==> src/rtl/lfsr_seg_display.sv <==
// Button- or timer-stepped Fibonacci LFSR with synchronous load, step counter
// and an active-low seven-segment decode of the register, one nibble per digit.
module lfsr_seg_display #(
   parameter int unsigned       WIDTH           = 8,
   parameter int unsigned       NUM_DIGITS      = 8,
   parameter logic [WIDTH-1:0]  TAPS            = 8'h1D,
   parameter logic [WIDTH-1:0]  SEED            = 8'h01,
   parameter int unsigned       DEBOUNCE_CYCLES = 16,
   parameter int unsigned       RUN_DIV         = 1000
) (
   input  logic                    clk,
   input  logic                    rst,
   input  logic                    button,
   input  logic                    run,
   input  logic                    load,
   input  logic [WIDTH-1:0]        load_value,
   output logic [WIDTH-1:0]        lfsr_out,
   output logic [15:0]             step_count,
   output logic [8*NUM_DIGITS-1:0] seg_out
);

   localparam int unsigned DB_W  = (DEBOUNCE_CYCLES > 1) ? $clog2(DEBOUNCE_CYCLES) : 1;
   localparam int unsigned DIV_W = (RUN_DIV > 1) ? $clog2(RUN_DIV) : 1;
   localparam logic [DB_W-1:0]  DB_MAX  = DB_W'(DEBOUNCE_CYCLES - 1);
   localparam logic [DIV_W-1:0] DIV_MAX = DIV_W'(RUN_DIV - 1);
   localparam int unsigned SHOWN = WIDTH / 4;

   logic             btn_meta;
   logic             btn_sync;
   logic [DB_W-1:0]  db_cnt;
   logic             db_level;
   logic             btn_pulse;
   logic [DIV_W-1:0] div_cnt;
   logic             div_pulse;
   logic             step;
   logic [WIDTH-1:0] state;
   logic [15:0]      steps;
   logic             fb;
   logic [WIDTH-1:0] shifted;

   // Synchroniser plus debouncer; the step pulse is registered on the accepted press.
   always_ff @(posedge clk or posedge rst) begin
      if (rst) begin
         btn_meta  <= 1'b0;
         btn_sync  <= 1'b0;
         db_cnt    <= '0;
         db_level  <= 1'b0;
         btn_pulse <= 1'b0;
      end else begin
         btn_meta  <= button;
         btn_sync  <= btn_meta;
         btn_pulse <= 1'b0;
         if (btn_sync == db_level) begin
            db_cnt <= '0;
         end else if (db_cnt == DB_MAX) begin
            db_cnt    <= '0;
            db_level  <= btn_sync;
            btn_pulse <= btn_sync;
         end else begin
            db_cnt <= db_cnt + DB_W'(1);
         end
      end
   end

   always_ff @(posedge clk or posedge rst) begin
      if (rst) begin
         div_cnt <= '0;
      end else if (!run || div_cnt == DIV_MAX) begin
         div_cnt <= '0;
      end else begin
         div_cnt <= div_cnt + DIV_W'(1);
      end
   end

   always_comb begin
      div_pulse = run && (div_cnt == DIV_MAX);
      step      = run ? div_pulse : btn_pulse;
      fb        = ^(state & TAPS);
      shifted   = {fb, state[WIDTH-1:1]};
   end

   // Load wins over a coincident step; a zero load would lock the LFSR, so SEED is used.
   always_ff @(posedge clk or posedge rst) begin
      if (rst) begin
         state <= SEED;
         steps <= '0;
      end else if (load) begin
         state <= (load_value == '0) ? SEED : load_value;
         steps <= '0;
      end else if (step) begin
         state <= shifted;
         steps <= steps + 16'd1;
      end
   end

   function automatic logic [7:0] seg_pattern(input logic [3:0] nib);
      logic [7:0] p;
      case (nib)
         4'h0: p = 8'hFC;
         4'h1: p = 8'h60;
         4'h2: p = 8'hDA;
         4'h3: p = 8'hF2;
         4'h4: p = 8'h66;
         4'h5: p = 8'hB6;
         4'h6: p = 8'hBE;
         4'h7: p = 8'hE0;
         4'h8: p = 8'hFE;
         4'h9: p = 8'hF6;
         4'hA: p = 8'hEE;
         4'hB: p = 8'h3E;
         4'hC: p = 8'h9C;
         4'hD: p = 8'h7A;
         4'hE: p = 8'h9E;
         default: p = 8'h8E;
      endcase
      return p;
   endfunction

   always_comb begin
      seg_out = '1;
      for (int unsigned i = 0; i < SHOWN; i++) begin
         seg_out[8*i +: 8] = ~seg_pattern(state[4*i +: 4]);
      end
   end

   assign lfsr_out   = state;
   assign step_count = steps;

endmodule

==> config.mk <==
export PLATFORM = sky130hd
export DESIGN_NAME = lfsr_seg_display
export DESIGN_NICKNAME = d
export VERILOG_FILES = /design/src/rtl/lfsr_seg_display.sv
export SDC_FILE = /design/constraint.sdc
export NUM_CORES = 1
export LEC_CHECK = 0
export ABC_AREA = 1
export CAP_MARGIN = 30
export CORE_UTILIZATION = 47
export CTS_CLUSTER_SIZE = 24
export DETAILED_ROUTE_END_ITERATION = 10
export PLACE_DENSITY = 0.9
export SYNTH_ARGS = -nofsm -noshare
export SYNTH_HDL_FRONTEND = slang
export SYNTH_SLANG_ARGS = --single-unit
==> constraint.sdc <==
create_clock -name clk -period 2.05 [get_ports clk]
set_clock_uncertainty 0.2 [all_clocks]
set_input_delay 0.5125 -clock clk [delete_from_list [all_inputs] [get_ports clk]]
set_output_delay 0.5125 -clock clk [all_outputs]
set_load 0.01 [all_outputs]
---- After elaboration in Yosys (flattened, before gate mapping) ----
Memories as Yosys holds them, arrays and structs flattened.
Index checks and enable logic that the tools add are counted.
cells by class
  equal/unequal tests ..................... 3
  reduce and logical (&&, ||, !) cells .... 7
  multiplexer cells ....................... 11
  div/mod/pow operators ................... 0
  bitwise logic cells ..................... 3
  add/sub/neg operators ................... 3
  multiply operators ...................... 0
  $lt $le $gt $ge ......................... 0
  shift-type cells ........................ 0
operator list
  operator                                       number
  2-to-1 mux 16 bit                              2
  2-to-1 mux 8 bit                               3
  adder 16 x 1 -> 16 bit, second input constant  1
  NOT 8 bit                                      2
  adder 10 x 1 -> 10 bit, second input constant  1
  equality test 10 bit, second input constant    1
  2-to-1 mux 10 bit                              1
  zero test 8 bit                                1
  2-to-1 mux 4 bit                               2
  XOR reduction 8 bit                            1
  adder 4 x 1 -> 4 bit, second input constant    1
  equality test 4 bit, second input constant     1
  2-to-1 mux 1 bit                               3
  AND reduction 2 bit                            1
  nonzero test 2 bit                             1
  equality test 1 bit                            1
  logical AND 1 bit                              1
  zero test 1 bit                                1
  logical OR 1 bit                               1
  NOT 1 bit                                      1
word-level totals
  bits in writable memories ............... 0
  input port bits ......................... 13
  latch bits .............................. 0
  output and inout port bits .............. 88
  register bits ........................... 42
  bits in read-only memories .............. 224
  memories kept ........................... 2
  word-level logic and storage cells ...... 37
memories
  memory           words  bits a word  rd ports  clocked after memory_dff  write ports  RTL line  text
  (no name shown)  16     7            1         0                         0            98        case (nib)
  (no name shown)  16     7            1         0                         0            98

---- Longest topological paths before layout ----
Gate-level depths: netlist (run 1).
  word-level depth ........................ 5
  gate-level depth with buffers ........... 10
  mapped depth without buffers ............ 9

---- Least setup slack after synthesis (run 1) ----
OpenSTA, ideal clock, no wires.
  kind .................................... reg-to-output
  from .................................... register state[0], in the netlist lfsr_out[0]
  to ...................................... output seg_out[4]
  cell stages (with the launch flop) ...... 6
  slack ................................... -36 ps
  data arrival time ....................... 1374 ps
  path buffers ............................ 0
  required time ........................... 1337 ps
  cell sequence ........................... dfstp_2 -> inv_1 -> ha_1 -> nor2_1 -> nor3_1 -> a31oi_1
on the way
  word-level cells in the longest chain between the ends .. 2
RTL lines
  element                   RTL line  text
  start, declared           36        logic [WIDTH-1:0] state;
  start signal, assigned    88        state <= (load_value == '0) ? SEED : load_value;
  start signal, assigned    91        state <= shifted;
  memory read (16 x 7 bit)  n/a
  NOT 8 bit                 122       seg_out[8*i +: 8] = ~seg_pattern(state[4*i +: 4]);
  end, declared             19        output logic [8*NUM_DIGITS-1:0] seg_out
Every way passes these cells.

---- Worst setup path in the final report (run 1) ----
  from .................................... register state[0], in the netlist lfsr_out[0]
  to ...................................... output seg_out[7]
Same word-level chain as after synthesis.

==> results.md, run 1 <==
* Number of global-route vias before repair at 2,710
* Share of cells above drive strength 1 at 27.15%
* WHS at 0.1568 ns
* Synthesized-area fraction occupied by adder cells at 6.022%
* Worst-path cell chain: inv_2 > buf_6 > ha_4 > a21oi_2 > o211ai_1 > buf_2
* Metal2 WL at 3699 um
* Synth Area in XOR/XNOR at 2.529%
* Synth Area in Compound Gates at 9.153%
* Setup crit start kind: flip-flop
* Syn Std Cell Area at 0.003117 sq mm
* # setup viols final at 14
* Hold Path Sink: btn_sync
* Post-Route WL at 7159 um
* Count of state elements after synthesis at 42
* Crit share post-route at 113.3%
* Pre-CTS WS at -0.4258 ns
* Wirelength per Cell at 12.39 um
* Max Freq at 430.5 MHz
* Post-synth EDFFs at 0
* Clk network pwr share at 24.4%
* Clock sinks at 42
* Worst Path Max Fanout at 4
* Syn. warnings at 0
* CP max stage cell: dfstp_2
* DRC errors left at 0
* I/O Buffers at 50
* Post-DP HPWL at 4886 um
* Max-cap violations at 0
* Via count at 2,885
* CORE AREA at 0.006386 sq mm
* Clock buffer depth at 2
* Combinational fraction of design power at 35.5%
* Final Max Tran Viols at 0
* Critical path class: reg -> out
* Seq/Total Area, Yosys at 33.76%
* Failing checks: setup timing
* Multiplexer share of the synthesized area at 0%
* Root Driver: clkbuf_8
* GRT Util Overall at 20.74%
* Post-route setup TNS at -2.646 ns
* Starting Density at 48.80%
* RR Startpoint: lfsr_out[0]
* Top-area cell type share of the netlist area at 32.92%
* Largest family of logic cells by synthesized area: simple AND/OR/NAND/NOR gates
* P per Cell Area at 548.7 mW/mm^2
* Final Hold Fails at 0
* Layout area overhead at 30.11%
* Int Power at 0.001451 W
* Delay of the slowest critical-path stage at 0.60 ns
* Status: finished, violations left
* Die area at 0.006961 sq mm
* First-pass DRT Iterations at 5
* Overflow after GRT at 0
* RSZ-0062 raised after global routing: yes
* Nets@finish at 528
* Placed Cells incl. Taps at 560
* H-Tree Depth at 2
* Cell area after layout at 0.004055 sq mm
* Pin count of the biggest net entering global routing at 43
* Initial DRC count at 132
* Placement row count at 29
* Final Instance Count excl. Fillers at 578
* Cells after synthesis at 417
* Placement Cell Area at 0.003675 sq mm
* Ports at 101
* FF-to-FF setup slack at 0.28 ns
* Hold depth at 0
* First-pass GRT wire length at 11,980 um
* Peak VDD IR at 357.9 uV
* Final critical-path setup slack at -0.2730 ns
* WL met1 at 2886 um
* Largest area contributor in the synthesized netlist: dfrtp_1
* CTS Hold Bufs at 0
* Reg2Reg Capture Point: lfsr_out[7]
* Routed vias/inst at 4.991
* Hold Crit Start: btn_meta
* Met3 Routed Length at 401 um
* Initial antenna violation count at 0
* Leakage at 1.904 nW
* Post-route ant nets at 0
* Die H at 83.44 um
* WP data required at 1.34 ns
* Switching share of power at 34.80%
* CP bufs+invs at 3
* CP delay by family, top: flip-flops
* Main flop type after synthesis: dfrtp_1
* Yosys cell types at 37
* Antenna Cells at 0
* Final Critical Period at 2.323 ns
* Setup crit end kind: primary output
* CTS tree: done
* GPL Wtd Cong at 0.8932
* Post-synthesis simple-gate area fraction at 29.67%
* NetSw at 0.0007742 W
* Share of power burned in registers at 40.1%
* Top post-synthesis cells by area: dfrtp_1, buf_4, nand2_1
* Reg clk slew, reported paths at 0.08 ns
* Die W at 83.44 um
* Type of the most critical hold path: reg -> reg
* Avg Cell Area, Syn at 7.474 sq um
* Worst Reg-to-Reg Cells at 11
* CP arrival at 1.61 ns
* Max Used Layer: met4
* Async set or reset register ratio after synthesis at 100.0%
* Clk_lat worst skew at 0.30 ns
* Clock buffer count from CTS at 5
==> worst max-delay path by stage <==
stage / end / depth (start not counted) / slack (ns) / startpoint
floorplan: seg_out[4] / 5 / 0.001 / lfsr_out[0]
global placement: seg_out[4] / 6 / -0.40 / lfsr_out[0]
detailed placement: seg_out[4] / 6 / -0.43 / lfsr_out[0]
CTS: seg_out[4] / 6 / -0.23 / lfsr_out[0]
global route: seg_out[4] / 6 / -0.36 / lfsr_out[0]
finish: seg_out[7] / 6 / -0.27 / lfsr_out[0]
==> layer usage <==
| layer | GRT usage, % | up-vias |
|---|---|---|
| li1 | - | 1408 |
| met1 | 24.73 | 1335 |
| met2 | 37.56 | 121 |
| met3 | 3.877 | 21 |
| met4 | 6.626 | 0 |
| met5 | 0 | - |
==> state kept, by name, indices dropped and copies added, names as in the netlist <==
signal / flops
btn_meta: 1
btn_pulse: 1
btn_sync: 1
db_cnt: 4
db_level: 1
div_cnt: 10
lfsr_out: 8
step_count: 16
==> power groups by stage <==
stage / clock, W / combinational (W) / sequential, W
2_1_floorplan: 0 / 0.000392 / 0.000916
3_3_place_gp: 0 / 0.000642 / 0.000902
3_5_place_dp: 0 / 0.000664 / 0.000906
4_1_cts: 0.000562 / 0.000715 / 0.000891
5_1_grt: 0.000588 / 0.000853 / 0.000898
6_report: 0.000543 / 0.000789 / 0.000893
==> Yosys cell counts, types with 3 or more instances <==
cell      number
o21ai_1        5
buf_4         52
dfrtp_1       41
nor2_2         3
nor2_1        44
ha_1          15
nand4_1       13
nand2_1      100
xor2_1         8
buf_2          3
o21bai_1       3
a21oi_1        9
inv_1         33
nand3_1       19
nand2_2       12
nor3_1         5
o21ai_0       25
==> final cells by class <==
class,count,area (sq um)
Tap cell,77,96.34
Multi-Input combinational cell,329,1904
Clock buffer,5,68.82
Timing Repair Buffer,87,752.0
Sequential cell,42,1074
Inverter,35,136.4
Fill cell,542,2331
Clock inverter,3,23.77
==> what timing repair did <==
action	4_1_cts	5_1_grt
buffers inserted	7	3
endpoints found under the setup margin	25	25
endpoints found under the hold margin	0	0
resized for setup	121	26
pin swaps	14	9
==> logic make-up after synthesis <==
group,Yosys count
AOI/OAI and AO/OA,51
DFF,42
other,1
xor gates and xnor gates,9
adders and majority gates,15
and+or+nand+nor,204
buffers and inverters,95
==> cell usage in the layout, fill, tap and decap left out, drive strengths merged <==
cell,instances
dlygate4sd2,8
or2,2
nand2,112
a31oi,1
dfstp,1
nand4,14
inv,36
nor3,5
dlymetal6s2s,1
nand3,20
ha,15
o32ai,1
o211ai,1
a21oi,9
nor2,49
clkinvlp,2
a211oi,1
o22ai,2
o31ai,2
clkbuf,5
conb,50
clkdlybuf4s50,27
o21ai,30
nor3b,2
o21bai,3
dfrtp,41
xor2,8
buf,51
a32o,1
xnor2,1
==> through the flow <==
stage,total power (W),utilization [%]
3_3_place_gp,0.001544,57.54
5_1_grt,0.002339,63.50
2_1_floorplan,0.001308,-
6_report,0.002225,63.50
3_5_place_dp,0.001571,57.54
4_1_cts,0.002167,61.62
Power figures use the tool's default switching activity.
==> run 2: changes to the inputs <==
--- a/config.mk
+++ b/config.mk
@@ -7,7 +7,9 @@
 export LEC_CHECK = 0
 export ABC_AREA = 1
 export CAP_MARGIN = 30
-export CORE_UTILIZATION = 47
+export CELL_PAD_IN_SITES_DETAIL_PLACEMENT = 0
+export CELL_PAD_IN_SITES_GLOBAL_PLACEMENT = 1
+export CORE_UTILIZATION = 33
 export CTS_CLUSTER_SIZE = 24
 export DETAILED_ROUTE_END_ITERATION = 10
 export PLACE_DENSITY = 0.9
==> run 2 against run 1 <==
Effect of this change: power up 7.8%; critical path depth unchanged; register-to-register slack worse by 0.10 ns; critical path type unchanged; die area up 41%; the run still ends with setup timing left; largest cell class unchanged.
==> results.md, run 2 (synthesized netlist as in run 1, its figures left out) <==
* Root Driver: clkbuf_8
* Status: finished, violations left
* First-pass GRT wire length at 12,570 um
* Post-route setup TNS at -2.531 ns
* Placed Cells incl. Taps at 603
* Max-cap violations at 0
* Via count at 2,912
* Reg clk slew, reported paths at 0.08 ns
* Post-route ant nets at 0
* CTS Hold Bufs at 0
* Overflow after GRT at 0
* Most frequent cells in the layout: nand2_1, conb_1, buf_4
* Post-Route WL at 7436 um
* Pre-CTS WS at -0.4571 ns
* Final Critical Period at 2.377 ns
* Ports at 101
* Setup crit end kind: primary output
* Layout area overhead at 36.25%
* Clock sinks at 42
* I/O Buffers at 50
* Routed vias/inst at 4.637
* Share of cells above drive strength 1 at 29.40%
* Final core utilization at 46.18%
* CP arrival at 1.66 ns
* Final Max Tran Viols at 0
* Critical path class: reg -> out
* Final critical-path setup slack at -0.3266 ns
* RSZ-0062 raised after global routing: yes
* # setup viols final at 14
* Crit share post-route at 115.9%
* Cell area after layout at 0.004247 sq mm
* Placement Cell Area at 0.003772 sq mm
* Antenna Cells at 0
* H-Tree Depth at 2
* CORE AREA at 0.009196 sq mm
* Worst Path Max Fanout at 4
* Final Hold Fails at 0
* CTS tree: done
* Post-DP HPWL at 5188 um
* Leakage at 1.979 nW
* Starting Density at 33.89%
* Initial antenna violation count at 0
* Nets@finish at 544
* Setup crit start kind: flip-flop
* Clk_lat worst skew at 0.30 ns
* Clock buffer depth at 2
* First-pass DRT Iterations at 6
* Type of the most critical hold path: reg -> reg
* Die area at 0.009838 sq mm
* Max Freq at 420.8 MHz
* GRT Util Overall at 15.57%
* Wirelength per Cell at 11.84 um
* Failing checks: setup timing
* Die H at 99.19 um
* Placement row count at 35
* Final Instance Count excl. Fillers at 628
* P per Cell Area at 564.7 mW/mm^2
* Max reg flops at 16
* Peak VDD IR at 224.7 uV
* Die W at 99.19 um
* Number of global-route vias before repair at 2,798
* Commonest non-fill, non-tap cell in the layout: nand2_1
* DRC errors left at 0
* Pin count of the biggest net entering global routing at 28
* GPL Wtd Cong at 0.8496
* Clock buffer count from CTS at 5
* Initial DRC count at 80
* WP data required at 1.34 ns
## run 2: cell type report
cell class                 count  area, sq um
multi-input combinational    329         1916
timing repair buffer         103        867.1
fill                         908         4950
sequential                    42         1071
tap                          111        138.9
inverter                      35        143.9
clock buffer                   6        72.57
clock inverter                 2        37.54
## run 2: repair_timing
item / 4_1_cts / 5_1_grt
hold endpoints to repair: 0 / 0
endpoints found under the setup margin: 25 / 25
setup buffers: 14 / 3
resized for setup: 133 / 18
pin swaps: 21 / 10
## run 2: final timing paths
kind / from / cells past startpoint / endpoint / slack [ns]
worst max-delay path: lfsr_out[0] / 6 / seg_out[4] / -0.33
worst min-delay path: btn_meta / 0 / btn_sync / 0.15
worst max register to register: lfsr_out[0] / 12 / lfsr_out[7] / 0.18
worst min register to register: btn_meta / 0 / btn_sync / 0.15
max in group asynchronous: rst / 3 / lfsr_out[0] / 0.81
min in group asynchronous: rst / 2 / div_cnt[4] / 0.30
## run 2: per-layer routing
metal  wire [um]  vias up  global-route usage, %
li1            -     1445                      -
met1        3337     1377                  19.09
met2        3705       80                  28.35
met3         296       10                  2.460
met4          96        0                  4.186
met5           0        -                      0
## run 2: report_power, final
part / total (W) / leakage (nW) / switching [W] / internal, W
Sequential: 0.000893 / 0.539 / 0.0000321 / 0.000861
Clock: 0.000660 / 0.0514 / 0.000296 / 0.000364
Combinational: 0.000845 / 1.39 / 0.000455 / 0.000390
Total: 0.00240 / 1.98 / 0.000783 / 0.00161
## run 2: critical path: stages, from the launching register on
cell	delay, ns
dfstp_2	0.62
inv_4	0.07
ha_4	0.23
nor2_4	0.09
nor3_2	0.04
a31oi_1	0.16
buf_2	0.16
## run 2: metrics by stage
stage / hold WS, ns / total power (W)
after floorplan: 0.1312 / 0.001308
after global placement: 0.1326 / 0.001574
after detailed placement: 0.1358 / 0.001591
after CTS: 0.1545 / 0.002358
after global routing: 0.1689 / 0.002530
final: 0.1524 / 0.002398
==> run 3: changes to the inputs <==
--- a/config.mk
+++ b/config.mk
@@ -12,7 +12,8 @@
 export CORE_UTILIZATION = 33
 export CTS_CLUSTER_SIZE = 24
 export DETAILED_ROUTE_END_ITERATION = 10
-export PLACE_DENSITY = 0.9
+export PLACE_DENSITY = 0.82
+export SKIP_CTS_REPAIR_TIMING = 1
 export SYNTH_ARGS = -nofsm -noshare
 export SYNTH_HDL_FRONTEND = slang
 export SYNTH_SLANG_ARGS = --single-unit
==> run 3 against run 2 <==
Effect of this change: the run still ends with setup timing left; setup slack better by 0.023 ns; worst hold slack better by 0.0057 ns; register-to-register slack better by 0.07 ns; sequential share of layout area up 0.19 points; die area unchanged; final cell count up 0.16%; power down 6.4%; critical path type unchanged.
==> results.md, run 3 (synthesized netlist as in run 1, its figures left out) <==
* Most frequent cells in the layout: nand2_1, conb_1, buf_4
* Post-DP HPWL at 5029 um
* Ports at 101
* Placed Cells incl. Taps at 598
* First-pass DRT Iterations at 4
* RR Startpoint: lfsr_out[0]
* CP arrival at 1.64 ns
* Max Freq at 424.9 MHz
* Clock buffer count from CTS at 5
* Reg2Reg Capture Point: lfsr_out[7]
* Reg clk slew, reported paths at 0.08 ns
* P per Cell Area at 531.9 mW/mm^2
* DRC errors left at 0
* Antenna Cells at 0
* Clock buffer depth at 2
* Peak VDD IR at 210.3 uV
* Die H at 99.19 um
* Status: finished, violations left
* Nets@finish at 545
* Max reg flops at 16
* CTS tree: done
* Post-route ant nets at 0
* Crit share post-route at 114.8%
* Final core utilization at 45.89%
* Via count at 2,827
* Setup crit start kind: flip-flop
* GRT Util Overall at 14.58%
* Placement Cell Area at 0.003747 sq mm
* Final Max Tran Viols at 0
* Number of global-route vias before repair at 2,529
* CORE AREA at 0.009196 sq mm
* WP data required at 1.34 ns
* Initial DRC count at 78
* Final Instance Count excl. Fillers at 629
* H-Tree Depth at 2
* Overflow after GRT at 0
* First-pass GRT wire length at 11,670 um
* Share of cells above drive strength 1 at 29.15%
* Clock sinks at 42
* Initial antenna violation count at 0
* Hold Crit Start: btn_meta
* Pre-CTS WS at -0.4493 ns
* Leakage at 2.059 nW
* FILL cells at 922
* Cell area after layout at 0.004220 sq mm
* Root Driver: clkbuf_8
* Total power at 0.002245 W
* I/O Buffers at 50
* Max-cap violations at 0
* Setup crit end kind: primary output
* FF-to-FF setup slack at 0.25 ns
* Starting Density at 33.89%
* Worst Path Max Fanout at 4
* Wirelength per Cell at 11.69 um
* Final critical-path setup slack at -0.3035 ns
* Register area at 0.001072 sq mm
* Layout area overhead at 35.41%
* Routed vias/inst at 4.494
* # setup viols final at 14
* Clk_lat worst skew at 0.30 ns
* Final Critical Period at 2.353 ns
* Post-Route WL at 7354 um
* Die area at 0.009838 sq mm
* Worst Reg-to-Reg Cells at 12
* RSZ-0062 raised after global routing: yes
* Type of the most critical hold path: reg -> reg
* Final Hold Fails at 0
* Die W at 99.19 um
* Multi-input gate area at 0.001869 sq mm
* Critical path class: reg -> out
* Hold depth at 0
* Commonest non-fill, non-tap cell in the layout: nand2_1
* Failing checks: setup timing
* GPL Wtd Cong at 0.8033
* Placement row count at 35
* Hold Path Sink: btn_sync
* Pin count of the biggest net entering global routing at 28
==> run 3: metrics by stage <==
step,TNS (ns),hold WS [ns]
final,-2.527,0.1581
after global routing,-3.716,0.1748
after CTS,-9.476,0.1600
after detailed placement,-3.972,0.1403
after global placement,-3.604,0.1337
after floorplan,0,0.1312
==> run 3: worst max-delay path by stage <==
| stage | endpoint | startpoint | slack (ns) | depth (start not counted) |
|---|---|---|---|---|
| 2_1_floorplan | seg_out[4] | lfsr_out[0] | 0.001 | 5 |
| 3_3_place_gp | seg_out[4] | lfsr_out[0] | -0.42 | 6 |
| 3_5_place_dp | seg_out[4] | lfsr_out[0] | -0.45 | 6 |
| 4_1_cts | seg_out[4] | lfsr_out[0] | -0.79 | 6 |
| 5_1_grt | seg_out[7] | lfsr_out[0] | -0.39 | 7 |
| 6_report | seg_out[4] | lfsr_out[0] | -0.30 | 7 |
==> run 3: worst max-delay path, stage by stage, from the launching register on <==
cell	delay (ns)
dfstp_2	0.57
buf_6	0.11
ha_4	0.13
inv_2	0.05
nor2_4	0.12
nor3_1	0.06
a31oi_1	0.15
buf_2	0.15
==> run 3: metal layers <==
layer / up-vias / track usage [%] / wire length (um) / part of all wire (%)
met5: - / 0 / 0 / 0
met1: 1309 / 20.08 / 3476 / 47
met2: 74 / 23.51 / 3442 / 47
met3: 10 / 2.881 / 337 / 4.6
met4: 0 / 3.733 / 98 / 1.3
li1: 1434 / - / - / -
==> run 3: final cells by class <==
| class | count | share of cell area, % |
|---|---|---|
| clock buffers | 5 | 1.631 |
| flip-flops and latches | 42 | 25.41 |
| well taps | 111 | 3.291 |
| inverters | 35 | 3.232 |
| repair buffers | 104 | 21.64 |
| multi-input cells | 329 | 44.29 |
| clock inverters | 3 | 0.5040 |
==> run 3: power by group <==
group | leakage [nW] | internal [W] | switching [W]
combinational | 1.48 | 0.000371 | 0.000424
clock | 0.0441 | 0.000240 | 0.000316
sequential | 0.537 | 0.000861 | 0.0000328
total | 2.06 | 0.00147 | 0.000773
